===== config.mk =====
export PLATFORM = sky130hd
export DESIGN_NAME = capture_readout
export DESIGN_NICKNAME = d
export VERILOG_FILES = /design/src/rtl/capture_pkg.sv /design/src/rtl/rising_edge_detect.sv /design/src/rtl/capture_readout.sv
export SDC_FILE = /design/constraint.sdc
export NUM_CORES = 1
export LEC_CHECK = 0
export ABC_AREA = 1
export CORE_MARGIN = 2
export CORE_UTILIZATION = 40
export DETAILED_ROUTE_END_ITERATION = 10
export HOLD_SLACK_MARGIN = 0.15
export PLACE_DENSITY_LB_ADDON = 0.15
export SLEW_MARGIN = 40
export SYNTH_ARGS = -nofsm -noshare
export SYNTH_HDL_FRONTEND = slang
export SYNTH_SLANG_ARGS = --single-unit

===== constraint.sdc =====
create_clock -name clk -period 6.5 [get_ports clk]
set_clock_uncertainty 0.2 [all_clocks]
set_input_delay 1.625 -clock clk [delete_from_list [all_inputs] [get_ports clk]]
set_output_delay 1.625 -clock clk [all_outputs]
set_load 0.05 [all_outputs]

===== src/rtl/capture_pkg.sv =====
// capture_pkg: shared types and register bit positions for the logic-capture blocks
// Contents: FSM state enum, default sync byte, control/status bit positions, header byte helper.
package capture_pkg;

   typedef enum logic [2:0] {IDLE, HDR, FETCH, WAIT, SEND, CSUM, DONE} state_t;

   localparam logic [7:0] SYNC_BYTE_DEF = 8'hA5;

   localparam int CTRL_START    = 0;
   localparam int CTRL_ABORT    = 1;
   localparam int STAT_BUSY     = 0;
   localparam int STAT_DONE     = 1;
   localparam int STAT_ADDR_LSB = 2;
   localparam int STAT_ADDR_MSB = 19;
   localparam int STAT_ABORTED  = 20;

   // Header byte idx of a frame: sync, then the length big-endian in three bytes.
   function automatic logic [7:0] hdr_byte(input logic [1:0] idx, input logic [23:0] len,
                                           input logic [7:0] sync);
      return idx == 2'd0 ? sync : idx == 2'd1 ? len[23:16] : idx == 2'd2 ? len[15:8] : len[7:0];
   endfunction

endpackage


===== src/rtl/rising_edge_detect.sv =====
// rising_edge_detect: 1-bit rising-edge detector against a registered copy of the input
// Ports: clk, resetn (async active-low), d (level input), rise (high while d=1 and previous sample was 0).
module rising_edge_detect (
   input  logic clk,
   input  logic resetn,
   input  logic d,
   output logic rise
);

   logic prev;

   always_ff @(posedge clk or negedge resetn)
      if (!resetn) prev <= 1'b0;
      else         prev <= d;

   assign rise = d & ~prev;

endmodule


===== src/rtl/capture_readout.sv =====
// capture_readout: reads a BRAM address range and streams it as a framed byte stream
// Ports: clk, resetn (async active-low); control/config0/config1 in, status out (software regs);
//        en/address out, datain in (BRAM read port); tx_data/tx_valid out, tx_ready in (transmitter).
// Frame: SYNC_BYTE, 3-byte big-endian length, data bytes, XOR checksum of the data bytes.
module capture_readout
   import capture_pkg::*;
#(
   parameter int         ADDR_W    = 18,
   parameter int         RD_LAT    = 1,
   parameter logic [7:0] SYNC_BYTE = SYNC_BYTE_DEF
) (
   input  logic              clk,
   input  logic              resetn,
   input  logic [31:0]       control,
   input  logic [31:0]       config0,
   input  logic [31:0]       config1,
   output logic [31:0]       status,
   output logic              en,
   output logic [ADDR_W-1:0] address,
   input  logic [7:0]        datain,
   output logic [7:0]        tx_data,
   output logic              tx_valid,
   input  logic              tx_ready
);

   localparam int LEN_W = ADDR_W + 1;

   state_t            state;
   logic [ADDR_W-1:0] ptr;
   logic [LEN_W-1:0]  len;
   logic [LEN_W-1:0]  remaining;
   logic [7:0]        csum;
   logic [1:0]        hdr_idx;
   logic [1:0]        wcnt;
   logic              busy;
   logic              done;
   logic              aborted;
   logic              start_rise;
   logic              abort;
   logic              xfer;
   logic [ADDR_W-1:0] diff;
   logic [LEN_W-1:0]  len_in;
   logic              unused_bits;

   rising_edge_detect u_start (
      .clk    (clk),
      .resetn (resetn),
      .d      (control[CTRL_START]),
      .rise   (start_rise)
   );

   assign abort       = control[CTRL_ABORT];
   assign xfer        = tx_valid & tx_ready;
   assign diff        = config1[ADDR_W-1:0] - config0[ADDR_W-1:0];
   assign len_in      = LEN_W'(diff) + LEN_W'(1);
   assign unused_bits = ^{control[31:2], config0[31:ADDR_W], config1[31:ADDR_W]};

   always_comb begin
      status                            = '0;
      status[STAT_BUSY]                 = busy;
      status[STAT_DONE]                 = done;
      status[STAT_ADDR_LSB +: ADDR_W]   = ptr;
      status[STAT_ABORTED]              = aborted;
   end

   // en is raised on entry to FETCH, so it is high exactly during the FETCH cycle;
   // data then arrives RD_LAT cycles later and is captured on the last WAIT cycle.
   always_ff @(posedge clk or negedge resetn)
      if (!resetn) begin
         state     <= IDLE;
         ptr       <= '0;
         len       <= '0;
         remaining <= '0;
         csum      <= '0;
         hdr_idx   <= '0;
         wcnt      <= '0;
         busy      <= 1'b0;
         done      <= 1'b0;
         aborted   <= 1'b0;
         en        <= 1'b0;
         address   <= '0;
         tx_data   <= '0;
         tx_valid  <= 1'b0;
      end else if (abort && state != IDLE) begin
         state    <= IDLE;
         tx_valid <= 1'b0;
         en       <= 1'b0;
         busy     <= 1'b0;
         aborted  <= 1'b1;
      end else
         case (state)
            IDLE:
               if (start_rise && !abort) begin
                  ptr       <= config0[ADDR_W-1:0];
                  len       <= len_in;
                  remaining <= len_in;
                  csum      <= '0;
                  hdr_idx   <= '0;
                  busy      <= 1'b1;
                  done      <= 1'b0;
                  aborted   <= 1'b0;
                  tx_data   <= SYNC_BYTE;
                  tx_valid  <= 1'b1;
                  state     <= HDR;
               end
            HDR:
               if (xfer) begin
                  hdr_idx <= hdr_idx + 2'd1;
                  if (hdr_idx == 2'd3) begin
                     tx_valid <= 1'b0;
                     en       <= 1'b1;
                     address  <= ptr;
                     state    <= FETCH;
                  end else
                     tx_data <= hdr_byte(hdr_idx + 2'd1, 24'(len), SYNC_BYTE);
               end
            FETCH: begin
               en    <= 1'b0;
               wcnt  <= 2'd1;
               state <= WAIT;
            end
            WAIT:
               if (wcnt == 2'(RD_LAT)) begin
                  tx_data  <= datain;
                  tx_valid <= 1'b1;
                  state    <= SEND;
               end else
                  wcnt <= wcnt + 2'd1;
            SEND:
               if (xfer) begin
                  csum      <= csum ^ tx_data;
                  ptr       <= ptr + ADDR_W'(1);
                  remaining <= remaining - LEN_W'(1);
                  if (remaining == LEN_W'(1)) begin
                     tx_data <= csum ^ tx_data;
                     state   <= CSUM;
                  end else begin
                     tx_valid <= 1'b0;
                     en       <= 1'b1;
                     address  <= ptr + ADDR_W'(1);
                     state    <= FETCH;
                  end
               end
            CSUM:
               if (xfer) begin
                  tx_valid <= 1'b0;
                  busy     <= 1'b0;
                  done     <= 1'b1;
                  state    <= DONE;
               end
            DONE:    state <= IDLE;
            default: state <= IDLE;
         endcase

endmodule


==> results_tabular.tex <==
\begin{tabular}{lr}
\hline
Metric & Value \\
\hline
\multicolumn{2}{l}{\textbf{Clocking}} \\
\quad Clock insertion delay at the later pin of the skew report & about 0.35 ns \\
\quad Postcts setup bufs & 0 \\
\quad CTS tree & done \\
\quad Clock Tree Buf Depth & 2 \\
\quad Clock input transition at the sequential cells of the worst setup and hold paths & about 0.070 ns \\
\quad TritonCTS sink count & a little over 100 \\
\quad Number of buffers inserted by hold repair at cts & 0 \\
\quad TritonCTS buffer count & 9 \\
\quad Root Driver & sky130\_fd\_sc\_hd\_\_clkbuf\_16 \\
\quad CTS H-Tree Depth & 3 \\
\quad Cts repair resizes & 0 \\
\multicolumn{2}{l}{\textbf{Place}} \\
\quad Detailed placement HPWL & 16.0 mm \\
\quad Placed Cells & approximately 1.4k \\
\quad Worst setup slack before clock tree synthesis & 1.74 ns \\
\quad Weighted congestion at the end of routability-driven global placement & 0.888 \\
\quad IO buf count & between 90 and 100 \\
\multicolumn{2}{l}{\textbf{Logic synthesis}} \\
\quad Count of cell types in the netlist & 52 \\
\quad Share of synthesized registers carrying an async set or reset & 100\% \\
\quad Portion of synthesized cell area occupied by the leading cell type & around a third \\
\quad Leading area contributor after synthesis & sky130\_fd\_sc\_hd\_\_dfrtp\_1 \\
\quad Leading post-synthesis cells by cell area & sky130\_fd\_sc\_hd\_\_dfrtp\_1, sky130\_fd\_sc\_hd\_\_nand2\_1, sky130\_fd\_sc\_hd\_\_inv\_1, sky130\_fd\_sc\_hd\_\_o21ai\_0, sky130\_fd\_sc\_hd\_\_nor2\_1 \\
\quad Avg Cell Area, Syn & just under 7 µm² \\
\quad Syn. warnings & 0 \\
\quad Leading register cell type out of synthesis & sky130\_fd\_sc\_hd\_\_dfrtp\_1 \\
\quad Number of synthesized flops with an enable pin & 0 \\
\quad Mapped cell area & roughly 7500 µm² \\
\quad Synthesized flop and latch total & between 100 and 150 \\
\quad Portion of the post-synthesis area used by sequential elements & 34.2\% \\
\quad Synthesized instance count & $\sim$1.1k \\
\multicolumn{2}{l}{\textbf{Power}} \\
\quad Switching power as a share of total power & between 50 and 60\% \\
\quad Share of power burned in registers & between 30 and 40\% \\
\quad Largest vdd supply drop & between 0.2 and 0.3 mV \\
\quad Pwr dens & roughly 440 nW/µm² \\
\quad Comb power frac & between 50 and 60\% \\
\quad Cell Int Power & about 1900 µW \\
\quad NetSw & between 1500 and 2000 µW \\
\quad Leakage component of the power & between 0.004 and 0.005 µW \\
\quad Fraction of power consumed by the clock network & between 10\% and 20\% \\
\multicolumn{2}{l}{\textbf{Setup path}} \\
\quad Crit path DAT & about 4.4 ns \\
\quad Category of the worst setup path capture point & flop \\
\quad Number of cells traversed by the worst register-to-register path & 9 \\
\quad Critical setup path kind & in -> reg \\
\quad Highest net fanout along the worst path & 5 \\
\quad Launching element type of the critical path & input pin \\
\quad Worst path required time & approximately 6.5 ns \\
\multicolumn{2}{l}{\textbf{Job}} \\
\quad Number of violations of the max-capacitance limit & 0 \\
\multicolumn{2}{l}{\textbf{Layout}} \\
\quad Fraction of final layout cells with drive strength greater than 1 & 4.67\% \\
\quad Final Util & between 40\% and 50\% \\
\quad Synthesis-to-layout area growth & 18.3\% \\
\quad Number of non-filler instances in the completed layout & about 1.4k \\
\quad Number of diodes added for antenna fixing & 0 \\
\quad Fin nets & 1328 \\
\multicolumn{2}{l}{\textbf{Timing}} \\
\quad Post-route minimum period & roughly 4.4 ns \\
\quad Setup violations, final & 0 \\
\quad Pin slew with the least headroom to its limit & around 0.70 ns \\
\quad Min setup slack post-route & between 2 and 2.5 ns \\
\quad RSZ-0062 raised after global routing & false \\
\quad Highest clock rate & $\sim$0.23 GHz \\
\quad Final number of hold-violating endpoints & 0 \\
\quad Count of pins over their slew limit & 0 \\
\quad Post-route clock period utilization & between 60\% and 70\% \\
\quad Setup Total Neg Slack & 0 ns \\
\quad Max-slew headroom & between 50 and 60\% \\
\multicolumn{2}{l}{\textbf{Die}} \\
\quad Die Y-Extent & between 100 and 150 µm \\
\quad Die outline area & $\sim$20000 µm² \\
\quad Area of the core & around 19000 µm² \\
\quad Standard-cell rows & 50 \\
\quad Top Ports & 167 \\
\quad Initial standard-cell utilization of the core & between 40\% and 50\% \\
\quad Die width & $\sim$140 µm \\
\multicolumn{2}{l}{\textbf{Detailed routing}} \\
\quad Total wire length after detailed routing & about 21 mm \\
\quad Remaining number of nets flagged by the antenna check after routing & 0 \\
\quad Vias & around 7.2k \\
\quad Iteration-0 DRC Markers & between 400 and 500 \\
\quad Detailed-route wire length per cell & about 15 µm \\
\quad Detailed-route vias per instance & about 5 \\
\quad Number of remaining DRC errors & 0 \\
\quad Count of TritonRoute iterations in the first routing pass & 5 \\
\multicolumn{2}{l}{\textbf{GRT}} \\
\quad First-pass GRT wire length & between 30 and 40 mm \\
\quad GRT Util Overall & a little over a fifth \\
\quad Pin count of the biggest net entering global routing & 75 \\
\quad Overflow after GRT & 0 \\
\quad Antenna violations before repair & 0 \\
\quad Number of global-route vias before repair & 6625 \\
\multicolumn{2}{l}{\textbf{Worst hold path}} \\
\quad Number of cells traversed by the worst hold path & 2 \\
\quad Class of the most critical hold timing path & reg -> reg \\
\multicolumn{2}{l}{\textbf{Outcome}} \\
\quad Run status & completed \\
\hline
\end{tabular}
==> sequential cells by signal (all words and copies together) (netlist names) <==
register	cells
aborted	1
tx_valid	1
u_start.prev	1
state	3
ptr	18
wcnt	2
en	1
busy	1
done	1
remaining	19
tx_data	8
len	19
csum	8
hdr_idx	2
address	18
==> power groups by stage <==
stage	clock network, µW	logic [µW]	registers (µW)
2_1_floorplan	0	1180	1580
3_3_place_gp	0	2200	1190
3_5_place_dp	0	2220	1190
4_1_cts	532	2230	1180
5_1_grt	553	2460	1220
6_report	516	2220	1180
==> cells in the mapped netlist, types with 5 or more instances <==
cell type                     n
sky130_fd_sc_hd__nand3_1     63
sky130_fd_sc_hd__xnor2_1      5
sky130_fd_sc_hd__or2_2        6
sky130_fd_sc_hd__a2bb2oi_1   10
sky130_fd_sc_hd__nand4_1     20
sky130_fd_sc_hd__xor2_1      20
sky130_fd_sc_hd__nor3_1      15
sky130_fd_sc_hd__a21oi_1     63
sky130_fd_sc_hd__nor2_1      90
sky130_fd_sc_hd__a22oi_1     12
sky130_fd_sc_hd__o22ai_1      6
sky130_fd_sc_hd__inv_2        9
sky130_fd_sc_hd__nand2_1    329
sky130_fd_sc_hd__buf_4       16
sky130_fd_sc_hd__dfrtp_1    103
sky130_fd_sc_hd__o21ai_0     78
sky130_fd_sc_hd__buf_2       12
sky130_fd_sc_hd__ha_1        25
sky130_fd_sc_hd__a32o_1       5
sky130_fd_sc_hd__inv_1      153
sky130_fd_sc_hd__clkbuf_1    13
==> per-stage QoR <==
stage | hold slack (ns) | total power, µW | instance area [µm²]
after floorplan | 0.244 | 2760 | 7580
after global placement | 0.256 | 3380 | 8640
after detailed placement | 0.262 | 3410 | 8660
after CTS | 0.280 | 3940 | 8930
after global routing | 0.310 | 4230 | 8930
final | 0.276 | 3920 | 8930
==> cell type report <==
type | count | area (µm²)
sequential | 103 | 2580
tap | 234 | 293
clock buffer | 12 | 236
inverter | 162 | 608
clock inverter | 4 | 31.3
timing repair buffer | 103 | 1020
fill | 1938 | 9650
multi-input combinational | 816 | 4160
==> metal layers <==
metal	GRT usage (%)	vias to the layer above	wire (µm)
met2	34.4	175	9450
met5	0	-	0
met1	31.5	3283	10400
li1	-	3736	-
met3	3.21	10	888
met4	3.32	0	169
==> cells in the final DEF (no fill, tap or decap), types with 9 or more instances in the layout <==
| cell | instances |
|---|---|
| sky130_fd_sc_hd__o21ai_0 | 78 |
| sky130_fd_sc_hd__nand4_1 | 20 |
| sky130_fd_sc_hd__clkdlybuf4s50_1 | 96 |
| sky130_fd_sc_hd__a2bb2oi_1 | 10 |
| sky130_fd_sc_hd__nor2_1 | 90 |
| sky130_fd_sc_hd__inv_1 | 153 |
| sky130_fd_sc_hd__nand3_1 | 63 |
| sky130_fd_sc_hd__dfrtp_1 | 103 |
| sky130_fd_sc_hd__nor3_1 | 15 |
| sky130_fd_sc_hd__inv_2 | 9 |
| sky130_fd_sc_hd__conb_1 | 11 |
| sky130_fd_sc_hd__clkbuf_16 | 9 |
| sky130_fd_sc_hd__nand2_1 | 329 |
| sky130_fd_sc_hd__ha_1 | 25 |
| sky130_fd_sc_hd__xor2_1 | 20 |
| sky130_fd_sc_hd__a21oi_1 | 63 |
| sky130_fd_sc_hd__a22oi_1 | 12 |
==> final timing paths <==
path	start	end	slack [ns]
worst min register to register	address[3]	address[3]	0.28
worst max register to register	state[1]	remaining[2]	3.39
min in group asynchronous	resetn	address[2]	1.08
worst max-delay path	config1[0]	remaining[17]	2.10
max in group asynchronous	resetn	ptr[15]	4.14
worst min-delay path	address[3]	address[3]	0.28
==> worst max-delay path, cell delays in order <==
cell,delay (ns)
sky130_fd_sc_hd__clkdlybuf4s50_1,0.49
sky130_fd_sc_hd__inv_1,0.06
sky130_fd_sc_hd__ha_1,0.21
sky130_fd_sc_hd__fa_1,0.41
sky130_fd_sc_hd__inv_1,0.12
sky130_fd_sc_hd__nand3_1,0.10
sky130_fd_sc_hd__nand2_1,0.15
sky130_fd_sc_hd__nand2_1,0.06
sky130_fd_sc_hd__nand2_1,0.12
sky130_fd_sc_hd__nand3_1,0.13
sky130_fd_sc_hd__nor2_1,0.18
sky130_fd_sc_hd__nand4_2,0.17
sky130_fd_sc_hd__nor2_1,0.21
sky130_fd_sc_hd__nand2_1,0.07
sky130_fd_sc_hd__nand2_1,0.08
sky130_fd_sc_hd__nand3_1,0.12
sky130_fd_sc_hd__nand2_1,0.10
sky130_fd_sc_hd__nand2_1,0.05
==> cells by family (layout without fill, tap and decap cells) <==
group                      count (synthesis)  after routing  synth area share [%]
adders and majority gates                 26             26                  4.41
and+or+nand+nor                          550            550                  31.4
other                                      1             11                0.0497
buffers and inverters                    205            281                  11.3
xor gates and xnor gates                  25             25                  2.90
muxes                                      1              1                 0.133
DFF                                      103            103                  34.2
AOI/OAI and AO/OA                        203            203                  15.7
No activity file was read; power rests on OpenSTA's default activity.
